**src/rtl/seg7_scan_controller.sv**
```systemverilog
// Multiplexed seven-segment scan controller: double-buffered digit data, leading-zero
// blanking, per-slot PWM brightness and registered anode/cathode drive.
module seg7_scan_controller #(
  parameter int unsigned NUM_DIGITS      = 8,
  parameter int unsigned TICKS_PER_DIGIT = 100000
) (
  input  logic                    clk,
  input  logic                    rst_n,
  input  logic [4*NUM_DIGITS-1:0] digits,
  input  logic [NUM_DIGITS-1:0]   dp,
  input  logic [NUM_DIGITS-1:0]   blank,
  input  logic                    load,
  input  logic                    lz_suppress,
  input  logic [3:0]              brightness,
  output logic [NUM_DIGITS-1:0]   anode,
  output logic [7:0]              cathode,
  output logic                    frame_start
);

  localparam int unsigned SubCnt = TICKS_PER_DIGIT / 16;
  localparam int unsigned SubW   = (SubCnt > 1) ? $clog2(SubCnt) : 1;
  localparam int unsigned IdxW   = $clog2(NUM_DIGITS);

  localparam logic [SubW-1:0] SubMax = SubW'(SubCnt - 1);
  localparam logic [IdxW-1:0] IdxMax = IdxW'(NUM_DIGITS - 1);

  typedef struct packed {
    logic                    lz;
    logic [NUM_DIGITS-1:0]   blank;
    logic [NUM_DIGITS-1:0]   dp;
    logic [4*NUM_DIGITS-1:0] digits;
  } disp_t;

  function automatic logic [6:0] seg_decode(input logic [3:0] nib);
    logic [6:0] s;
    unique case (nib)
      4'h0: s = 7'h40;
      4'h1: s = 7'h79;
      4'h2: s = 7'h24;
      4'h3: s = 7'h30;
      4'h4: s = 7'h19;
      4'h5: s = 7'h12;
      4'h6: s = 7'h02;
      4'h7: s = 7'h78;
      4'h8: s = 7'h00;
      4'h9: s = 7'h10;
      4'hA: s = 7'h08;
      4'hB: s = 7'h03;
      4'hC: s = 7'h46;
      4'hD: s = 7'h21;
      4'hE: s = 7'h06;
      4'hF: s = 7'h0E;
    endcase
    return s;
  endfunction

  // Scan counters
  logic [SubW-1:0] sub_q, sub_d;
  logic [3:0]      phase_q, phase_d;
  logic [IdxW-1:0] idx_q, idx_d;
  logic            sub_wrap, phase_wrap, frame_end;

  always_comb begin
    sub_wrap   = (sub_q == SubMax);
    phase_wrap = sub_wrap && (phase_q == 4'hF);
    frame_end  = phase_wrap && (idx_q == IdxMax);
    sub_d      = sub_wrap ? '0 : sub_q + 1'b1;
    phase_d    = sub_wrap ? phase_q + 4'h1 : phase_q;
    idx_d      = idx_q;
    if (phase_wrap) begin
      idx_d = (idx_q == IdxMax) ? '0 : idx_q + 1'b1;
    end
  end

  always_ff @(posedge clk or negedge rst_n) begin
    if (!rst_n) begin
      sub_q   <= '0;
      phase_q <= '0;
      idx_q   <= '0;
    end else begin
      sub_q   <= sub_d;
      phase_q <= phase_d;
      idx_q   <= idx_d;
    end
  end

  // Pending/shadow buffers; shadow only changes at the frame boundary
  disp_t in_frame;
  disp_t pend_q, pend_d;
  disp_t shd_q, shd_d;
  logic  pend_flag_q, pend_flag_d;

  always_comb begin
    in_frame    = {lz_suppress, blank, dp, digits};
    pend_d      = pend_q;
    shd_d       = shd_q;
    pend_flag_d = pend_flag_q;
    if (load) begin
      pend_d      = in_frame;
      pend_flag_d = 1'b1;
    end
    if (frame_end) begin
      if (load) begin
        shd_d       = in_frame;
        pend_flag_d = 1'b0;
      end else if (pend_flag_q) begin
        shd_d       = pend_q;
        pend_flag_d = 1'b0;
      end
    end
  end

  always_ff @(posedge clk or negedge rst_n) begin
    if (!rst_n) begin
      pend_q      <= '0;
      shd_q       <= '0;
      pend_flag_q <= 1'b0;
    end else begin
      pend_q      <= pend_d;
      shd_q       <= shd_d;
      pend_flag_q <= pend_flag_d;
    end
  end

  // Digit i is a leading zero when it and every digit above it are zero
  logic [NUM_DIGITS-1:0] suppress;
  logic                  zero_run;

  always_comb begin
    zero_run = 1'b1;
    suppress = '0;
    for (int i = int'(NUM_DIGITS) - 1; i >= 0; i--) begin
      zero_run    = zero_run && (shd_q.digits[4*i +: 4] == 4'h0);
      suppress[i] = shd_q.lz && (i != 0) && zero_run;
    end
  end

  logic [3:0] cur_nib;
  logic       cur_dp, cur_blank, cur_sup, cur_lit;

  always_comb begin
    cur_nib   = '0;
    cur_dp    = 1'b0;
    cur_blank = 1'b0;
    cur_sup   = 1'b0;
    for (int i = 0; i < int'(NUM_DIGITS); i++) begin
      if (idx_q == IdxW'(i)) begin
        cur_nib   = shd_q.digits[4*i +: 4];
        cur_dp    = shd_q.dp[i];
        cur_blank = shd_q.blank[i];
        cur_sup   = suppress[i];
      end
    end
    // A suppressed digit still lights when its dp is set
    cur_lit = !cur_blank && (!cur_sup || cur_dp) && (phase_q <= brightness);
  end

  logic [NUM_DIGITS-1:0] anode_d;
  logic [7:0]            cathode_d;
  logic                  frame_start_d;

  always_comb begin
    anode_d       = '1;
    cathode_d     = 8'hFF;
    frame_start_d = (idx_q == '0) && (phase_q == 4'h0) && (sub_q == '0);
    if (cur_lit) begin
      anode_d   = ~(NUM_DIGITS'(1) << idx_q);
      cathode_d = {~cur_dp, cur_sup ? 7'h7F : seg_decode(cur_nib)};
    end
  end

  always_ff @(posedge clk or negedge rst_n) begin
    if (!rst_n) begin
      anode       <= '1;
      cathode     <= 8'hFF;
      frame_start <= 1'b0;
    end else begin
      anode       <= anode_d;
      cathode     <= cathode_d;
      frame_start <= frame_start_d;
    end
  end

endmodule

```
**config.mk**
```make
export PLATFORM = sky130hd
export DESIGN_NAME = seg7_scan_controller
export DESIGN_NICKNAME = d
export VERILOG_FILES = /design/src/rtl/seg7_scan_controller.sv
export SDC_FILE = /design/constraint.sdc
export NUM_CORES = 1
export LEC_CHECK = 0
export BUFFER_PORTS_ARGS = -buffer_cell sky130_fd_sc_hd__buf_4
export CORE_ASPECT_RATIO = 1.25
export CORE_MARGIN = 1
export CORE_UTILIZATION = 59
export DETAILED_ROUTE_END_ITERATION = 8
export PLACE_DENSITY = 0.83
export SLEW_MARGIN = 20
export SYNTH_ARGS = -nofsm -noshare
export SYNTH_HDL_FRONTEND = slang
export SYNTH_SLANG_ARGS = --single-unit
```
**constraint.sdc**
```tcl
create_clock -name clk -period 4.65 [get_ports clk]
set_input_delay 0.93 -clock clk [delete_from_list [all_inputs] [get_ports clk]]
set_output_delay 0.93 -clock clk [all_outputs]
set_load 0.05 [all_outputs]
```
* Word level (Yosys, flattened, before mapping)
Memories as Yosys holds them, arrays and structs flattened. Index checks and enable logic that the tools add are counted.
Storage, ports and cells: register bits after elaboration 136, bits in read-only memories 112, input bits 56, output and inout port bits 17, logic and storage cells 108, memories kept 1
Operators by class: add/subtract/negate cells 3, order comparisons 1, eq/ne operators 9, shifts and indexed selects 1, multiplexer cells 42, bitwise gates (word level) 2, reduce and logical (&&, ||, !) cells 34
Memory list:
- (name not given) | depth 16, width 7, read ports 1, clocked after Yosys merged registers in 0, wr ports 0, line 36 | unique case (nib)
Operators with widths (count):
- $mux W49 | 2
- $logic_not A4 Y1 | 8
- $mux W4 | 8
- $mux W1 | 27
- $logic_and A1 B1 Y1 | 19
- $mux W8 | 2
- $add A13 B1 Y13 const B | 1
- $eq A13 B13 Y1 const B | 1
- $logic_not A13 Y1 | 1
- $mux W13 | 1
- $eq A3 B3 Y1 const B | 4
- $not A8 Y8 | 1
- $shl A1 B3 Y8 const A | 1
- $mux W7 | 1
- $eq A3 B2 Y1 const B | 2
- $add A4 B1 Y4 const B | 1
- $eq A4 B4 Y1 const B | 1
- $le A4 B4 Y1 | 1
- $add A3 B1 Y3 const B | 1
- $eq A3 B1 Y1 const B | 1
- $logic_not A3 Y1 | 1
- $mux W3 | 1
- $logic_not A1 Y1 | 2
- $reduce_and A2 Y1 | 1
- 3 further kinds | 3

* Longest topological paths before layout
Gate-level depths: netlist (run 1).
depth in word-level cells 20, depth in mapped cells 15, gate-level depth less buffers 11

* Worst setup path after synthesis (run 1)
Ideal clock, no wire load.
path type reg-to-reg, start reg idx_q[2], end reg cathode[3], library setup time 77 ps, arrival 2903 ps, slack 1669 ps, stages on the path, launching flop included 16, cells stage by stage dfrtp_1 buf_2 inv_1 buf_1 ha_1 buf_2 buf_2 nand2_1 o21ai_0 a21oi_1 o31ai_1 inv_1 ha_1 mux2i_1 nand2_1 a21bo_2
Between the ends: cells in the longest elaborated chain, start to end 13, elaborated cells between the ends (all ways) 47, classes of those cells eq/ne (7); mux (33); reduce/logical (6); memory (1)
Ends and longest elaborated chain:
- start: declaration | line 60 | logic [IdxW-1:0] idx_q, idx_d;
- start signal: assignment | line 83 | idx_q <= idx_d;
- branches (longest 12 deep; another with $mem_v2 Z16 W7)
- $mux W8 * | line 166 | if (cur_lit) begin
- net cathode_d[3] | line 159 | logic [7:0] cathode_d;
- end signal: assignment | line 179 | cathode <= cathode_d;
- end: declaration | line 16 | output logic [7:0] cathode,
Mark *: on every way through the listed nets, which the timed path passes. A chain may end at the register's enable or synchronous reset.

* Final worst setup path (run 1)
Ends and elaborated chain as after synthesis.

==> qor.txt, run 1 <==
Final Max Slew Viols - 0
Peak supply drop - 277 uV
crit path DAT - 4210 ps
die extent in y - 118 um
synthesis-to-finish area growth - 19.2%
Setup TNS - 0 ps
WL final - 13,700 um
GPL Wtd Cong - 0.950
routed vias/inst - 5.94
pin count of the biggest net entering global routing - 85
ys flop type - dfrtp_1
Seq/Total Area, Yosys - 54.2%
Port Buffers - 72
vias in the first global route - 4,521
unrepaired setup endpoints after global routing - false
worst skew pair latency - 420 ps
ranking of synthesized cells by area - dfrtp_1 48%, mux2_2 9.3%, mux2_1 7.5%
Crit Reg-Reg Startpoint - idx_q[2]
Commonest cells post-synth - 120 x dfrtp_1, 52 x mux2_2, 42 x mux2_1, 34 x nand2_1, 27 x nor2_1
final worst setup slack - 794 ps
WP data required - 5010 ps
TritonCTS clock tree - built
TritonCTS Sinks - 136
Worst Path Max Fanout - 21
slowest cell delay on critical path - 750 ps
share of post-route cells with drive strength above 1 - 29.8%
# rows - 41
Netlist cell types - 52
initial antenna violation count - 0
Clk pin slew, worst setup/hold paths - 60 ps
worst path cell trace - inv_1 -> ha_1 -> nor3_1 -> a21oi_1 -> o31ai_1 -> inv_1 -> ha_1 -> mux2i_1 -> nand2_1 -> a21bo_2
fill count - 667
YS warnings - 0
design area - 0.00753 mm^2
Crit Path Category - reg -> reg
clock tree buffer depth - 2
Starting Density - 61.5%
drt first pass iters - 6
Place WS - 993 ps
Hold WS - 494 ps
DR vias - 4,330
most numerous cell in the Yosys netlist - dfrtp_1
Detail Route Antenna Nets - 0
Power, Total - 0.00284 W
EDFF count, synth - 0
slew margin rel. - 35.1%
DR WL/cell - 18.8 um
Final Cycle Share - 82.9%
#FFs+latches synth - 136
Reg2Reg Depth - 10
Netlist Area Pre-Place - 0.00631 mm^2
Hold Fails Final Rpt - 0
area post-placement - 0.00688 mm^2
Hold Path Depth - 1
Min-Delay Startpoint - shd_q[46]
Worst-Margin Slew - 968 ps
Initial DRC Count - 275
die area - 0.0111 mm^2
CTS buffer count - 17
antenna diode count - 0
clock skew - 11.4 ps
Total GRT Usage - 27.2%
Worst Setup SP - idx_q[2]
post-CTS setup buffer count - 0
cts repair resizes - 0
status - complete, no violations
Core ar. - 0.0103 mm^2
CP max-delay cell - dfrtp_1
Post-Synthesis Cells - 522
synthesized area per cell - 12.1 um^2
largest area contributor in the netlist - dfrtp_1
Hold Path Class - reg -> reg
grt ovf - 0
Worst setup SP type - register
async set-reset flop share out of synthesis - 100%
Die X-Extent - 94.5 um
Synth Net Count - 598
Layout Nets - 663
Tmin final - 3860 ps
drt drc - 0
# setup viols final - 0
Max Clock Freq - 259 MHz
crit path capture type - register
PwrDens - 377 mW/mm^2
post-synth top area share - 47.6%
clock root cell - clkbuf_16
# hold bufs at CTS - 0
HPWL Detailed - 8950 um
number of max-cap violations - 0
num ports - 73
first-pass GRT wire length - 22,600 um
Leakage - 3.49 nW
H-tree depth - 4
-- worst paths after layout --
path / to / slack [ps]
max in group asynchronous: cathode[2] / 3180
worst max register to register: cathode[3] / 790
worst min-delay path: shd_q[46] / 490
worst min register to register: shd_q[46] / 490
worst max-delay path: cathode[3] / 790
min in group asynchronous: pend_q[31] / 550
-- layout by cell type (no fill, tap or decap), types with 5 or more instances in the layout --
cell	synthesis	final
a221oi_1	5	5
nor2b_1	10	10
inv_1	21	21
dfstp_2	16	16
mux2_2	52	52
xnor2_1	8	8
nand4_1	10	10
clkbuf_16	0	17
mux2_1	42	42
a21oi_1	15	15
xor2_1	6	6
ha_1	20	20
dfrtp_1	120	120
nand2_1	34	34
nand2b_1	5	5
nand3_1	13	13
o21ai_0	20	20
o211ai_1	6	6
buf_4	2	74
nor2_1	27	27
-- area by class of cell --
type / count / area (um^2) / share of cell area, %
flip-flops and latches: 136 / 3420 / 45.5
inverters: 21 / 78.8 / 1.05
clock buffers: 21 / 470 / 6.25
well taps: 129 / 161 / 2.14
multi-input cells: 335 / 2640 / 35.0
clock inverters: 11 / 170 / 2.26
repair buffers: 76 / 587 / 7.80
-- through the flow --
stage | std cells | util [%]
finish | 729 | 73.4
detailed placement | 697 | 67.1
floorplan | 522 | -
CTS | 729 | 73.3
global route | 729 | 73.4
global placement | 697 | 67.1
-- metal layers --
layer	global-route usage, %	wire length (um)	vias up
met5	0	0	-
met4	12.9	375	0
met3	5.94	734	37
met2	45.5	7220	160
met1	33.0	5380	2160
li1	-	-	1973
-- where the power goes --
part           internal, W  total, W  switching (W)  leakage, nW
Clock             0.000939   0.00145       0.000512        0.305
Combinational    0.0000745  0.000147      0.0000725         1.49
Sequential         0.00123   0.00124      0.0000123         1.69
Total              0.00224   0.00284       0.000596         3.49
-- sequential cells by signal (all words and copies together), names as in the netlist --
register,flops
shd_q,49
sub_q,13
cathode,8
anode,8
idx_q,3
phase_q,4
frame_start,1
pend_flag_q,1
pend_q,49
-- worst max-delay path: cells and delay by family, from the launching register on --
kind	cells	cell delay, ps
fa+ha+maj	2	870
buf+inv	2	610
compound gates	3	980
flops	1	750
simple gates	2	360
mux	1	210
-- kinds of logic after synthesis --
logic type | synth area share (%)
mux | 17.4
compound gates | 8.10
fa+ha+maj | 3.96
simple gates | 10.2
flops | 54.2
xor+xnor | 1.94
buf+inv | 4.16
No activity file was read; power rests on OpenSTA's default activity.
==> run 2: changes to the inputs <==
--- a/config.mk
+++ b/config.mk
@@ -5,12 +5,13 @@
 export SDC_FILE = /design/constraint.sdc
 export NUM_CORES = 1
 export LEC_CHECK = 0
+export ABC_AREA = 1
 export BUFFER_PORTS_ARGS = -buffer_cell sky130_fd_sc_hd__buf_4
 export CORE_ASPECT_RATIO = 1.25
 export CORE_MARGIN = 1
-export CORE_UTILIZATION = 59
+export CORE_UTILIZATION = 53
 export DETAILED_ROUTE_END_ITERATION = 8
-export PLACE_DENSITY = 0.83
+export PLACE_DENSITY = 0.79
 export SLEW_MARGIN = 20
 export SYNTH_ARGS = -nofsm -noshare
 export SYNTH_HDL_FRONTEND = slang
==> constraint.sdc (replaced) <==
create_clock -name clk -period 3.1 [get_ports clk]
set_input_delay 0.62 -clock clk [delete_from_list [all_inputs] [get_ports clk]]
set_output_delay 0.62 -clock clk [all_outputs]
set_load 0.05 [all_outputs]
==> qor.txt, run 2 <==
design area - 0.00786 mm^2 (was 0.00753 mm^2)
routed vias/inst - 4.96 (was 5.94)
Netlist Area Pre-Place - 0.00649 mm^2 (was 0.00631 mm^2)
crit path capture type - register (unchanged)
Seq/Total Area, Yosys - 52.7% (was 54.2%)
Inst Count DP - 1,026 (was 697)
Initial DRC Count - 343 (was 275)
initial antenna violation count - 0 (unchanged)
EDFF count, synth - 0 (unchanged)
worst path cell trace - inv_1 -> ha_1 -> inv_1 -> nor2_1 -> nand3_1 -> nand3_1 -> nand3_1 -> nand2_1 -> nand2_1 -> nand2_1 -> nand2_1 -> nand2_1 -> ha_1 -> nand3_1 -> nand2_1 -> nand2_1 -> nand2_1 -> inv_1 -> nand2_1 (was inv_1 -> ha_1 -> nor3_1 -> a21oi_1 -> o31ai_1 -> inv_1 -> ha_1 -> mux2i_1 -> nand2_1 -> a21bo_2)
Peak supply drop - 352 uV (was 277 uV)
Crit Reg-Reg Startpoint - idx_q[0] (was idx_q[2])
worst skew pair latency - 420 ps (about the same)
#FFs+latches synth - 136 (unchanged)
# rows - 44 (was 41)
fill count - 986 (was 667)
sw frac - 20.9% (was 21.0%)
async set-reset flop share out of synthesis - 100% (unchanged)
slew margin rel. - 62.7% (was 35.1%)
unrepaired setup endpoints after global routing - false (unchanged)
clock root cell - clkbuf_16 (unchanged)
# hold bufs at CTS - 0 (unchanged)
Layout Nets - 960 (was 663)
WL final - 13,800 um (was 13,700 um)
PwrDens - 553 mW/mm^2 (was 377 mW/mm^2)
Total GRT Usage - 23.8% (was 27.2%)
Logic pwr share - 5.1% (was 5.2%)
GPL Wtd Cong - 0.858 (was 0.950)
top flop regs - pend_q x49, shd_q x49, sub_q x13 (unchanged)
status - complete, no violations (unchanged)
num ports - 73 (unchanged)
Core ar. - 0.0118 mm^2 (was 0.0103 mm^2)
Finished Layout Cells - 1,058 (was 729)
Synth Net Count - 888 (was 598)
TritonCTS clock tree - built (unchanged)
sequential cell fraction of total power - 42.6% (was 43.7%)
ranking of synthesized cells by area - dfrtp_1 46%, nand2_1 18%, dfstp_2 6.5% (was dfrtp_1 48%, mux2_2 9.3%, mux2_1 7.5%)
most numerous cell in the Yosys netlist - nand2_1 (was dfrtp_1)
first-pass GRT wire length - 23,500 um (was 22,600 um)
vias in the first global route - 5,107 (was 4,521)
synthesis-to-finish area growth - 21.0% (was 19.2%)
Leakage - 4.26 nW (was 3.49 nW)
clock tree buffer depth - 2 (unchanged)
cts repair resizes - 0 (unchanged)
DR WL/cell - 13.0 um (was 18.8 um)
synthesized area per cell - 7.99 um^2 (was 12.1 um^2)
Critical Path Stages - 19 (was 10)
post-layout util - 66.7% (was 73.4%)
slowest cell delay on critical path - 410 ps (was 750 ps)
die extent in y - 126 um (was 118 um)
Worst Path Max Fanout - 7 (was 21)
Post-Synthesis Cells - 812 (was 522)
most frequent cells in the layout - 314 x nand2_1, 120 x dfrtp_1, 111 x inv_1 (was 120 x dfrtp_1, 74 x buf_4, 52 x mux2_2)
clock skew - 6.87 ps (was 11.4 ps)
largest area contributor in the netlist - dfrtp_1 (unchanged)
# setup viols final - 0 (unchanged)
number of max-cap violations - 0 (unchanged)
Starting Density - 55.1% (was 61.5%)
footprint of the multi-input gates - 0.00251 mm^2 (was 0.00264 mm^2)
grt ovf - 0 (unchanged)
die area - 0.0127 mm^2 (was 0.0111 mm^2)
Clk pin slew, worst setup/hold paths - 60 ps (about the same)
clock power share - 52.2% (was 51.1%)
Detail Route Antenna Nets - 0 (unchanged)
pin count of the biggest net entering global routing - 79 (was 85)
Crit Path Category - reg -> reg (unchanged)
Port Buffers - 72 (unchanged)
Max Clock Freq - 379 MHz (was 259 MHz)
Commonest cells post-synth - 314 x nand2_1, 120 x dfrtp_1, 111 x inv_1, 51 x nor2_1, 44 x o21ai_0 (was 120 x dfrtp_1, 52 x mux2_2, 42 x mux2_1, 34 x nand2_1, 27 x nor2_1)
internal power - 0.00343 W (was 0.00224 W)
H-tree depth - 4 (unchanged)
Final Cycle Share - 85.0% (was 82.9%)
cell family with most CP delay - simple AND/OR/NAND/NOR gates (was compound AO/OA/AOI/OAI gates)
Worst setup SP type - register (unchanged)
TritonCTS Sinks - 136 (unchanged)
Worst-Margin Slew - 559 ps (was 968 ps)
Hold Fails Final Rpt - 0 (unchanged)
Die X-Extent - 101 um (was 94.5 um)
Hold Path Class - in -> async (was reg -> reg)
YS warnings - 0 (unchanged)
DR vias - 5,243 (was 4,330)
most used cell, CP - nand2_1
FF+latch area - 0.00342 mm^2 (unchanged)
post-synth top area share - 46.3% (was 47.6%)
antenna diode count - 0 (unchanged)
CTS buffer count - 17 (unchanged)
Crit Reg-Reg Endpoint - cathode[0] (was cathode[3])
drt first pass iters - 5 (was 6)
CP max-delay cell - nor2_1 (was dfrtp_1)
Final Max Slew Viols - 0 (unchanged)
Reg2Reg Depth - 19 (was 10)
Tmin final - 2640 ps (was 3860 ps)
HPWL Detailed - 9260 um (was 8950 um)
flop-to-flop setup slack - 460 ps (was 790 ps)
commonest non-fill, non-tap cell in the layout - nand2_1 (was dfrtp_1)
WP data required - 3460 ps (was 5010 ps)
area post-placement - 0.00718 mm^2 (was 0.00688 mm^2)
Setup TNS - 0 ps (unchanged)
Buf+Inv Stages, Crit Path - 3 (was 2)
crit path DAT - 2990 ps (was 4210 ps)
post-CTS setup buffer count - 0 (unchanged)
ys flop type - dfrtp_1 (unchanged)
Netlist cell types - 34 (was 52)
share of post-route cells with drive strength above 1 - 17.4% (was 29.8%)
drt drc - 0 (unchanged)
Psw - 0.000907 W (was 0.000596 W)
-- run 2: cell families (layout without fill, tap and decap cells) --
logic type | count (synthesis) | in the layout | synth area share [%]
XOR/XNOR | 6 | 6 | 0.810
AND/OR/NAND/NOR | 433 | 433 | 27.3
adder cells (fa/ha/maj) | 20 | 20 | 3.86
flip-flops | 136 | 136 | 52.7
buffers and inverters | 141 | 226 | 8.62
AO/OA/AOI/OAI | 76 | 76 | 6.73
-- run 2: how the worst max path moves through the flow --
stage               startpoint          to  slack (ps)
finish                idx_q[0]  cathode[0]         460
floorplan             idx_q[2]  cathode[5]        1060
global placement      idx_q[0]  cathode[0]         600
CTS                   idx_q[0]  cathode[0]         500
global route          idx_q[0]  cathode[0]         160
detailed placement    idx_q[0]  cathode[0]         560
-- run 2: power by group through the flow --
stage          clock (W)  combinational [W]  sequential [W]
3_5_place_dp           0           0.000226         0.00188
6_report         0.00227           0.000223         0.00185
2_1_floorplan          0          0.0000948         0.00188
3_3_place_gp           0           0.000222         0.00188
5_1_grt          0.00236           0.000259         0.00186
4_1_cts          0.00228           0.000229         0.00185
-- run 2: final cells by class --
class	count	share of cell area [%]
Sequential cell	136	43.6
Multi-Input combinational cell	535	31.9
Timing Repair Buffer	78	7.77
Clock buffer	21	6.12
Inverter	116	5.59
Tap cell	161	2.56
Clock inverter	11	2.45
-- run 2: per-layer routing --
layer,up-vias,track usage [%],wire length [um]
met1,2438,30.4,6090
met5,-,0,0
met4,0,11.8,390
met3,32,4.88,579
met2,133,38.5,6730
li1,2640,-,-
-- run 2: through the flow --
step / setup WS (ps) / power (W) / hold slack, ps
global route: 160 / 0.00447 / 101
floorplan: 1060 / 0.00198 / 324
detailed placement: 556 / 0.00211 / 456
global placement: 599 / 0.00210 / 452
CTS: 503 / 0.00436 / 84.3
finish: 464 / 0.00434 / 79.9
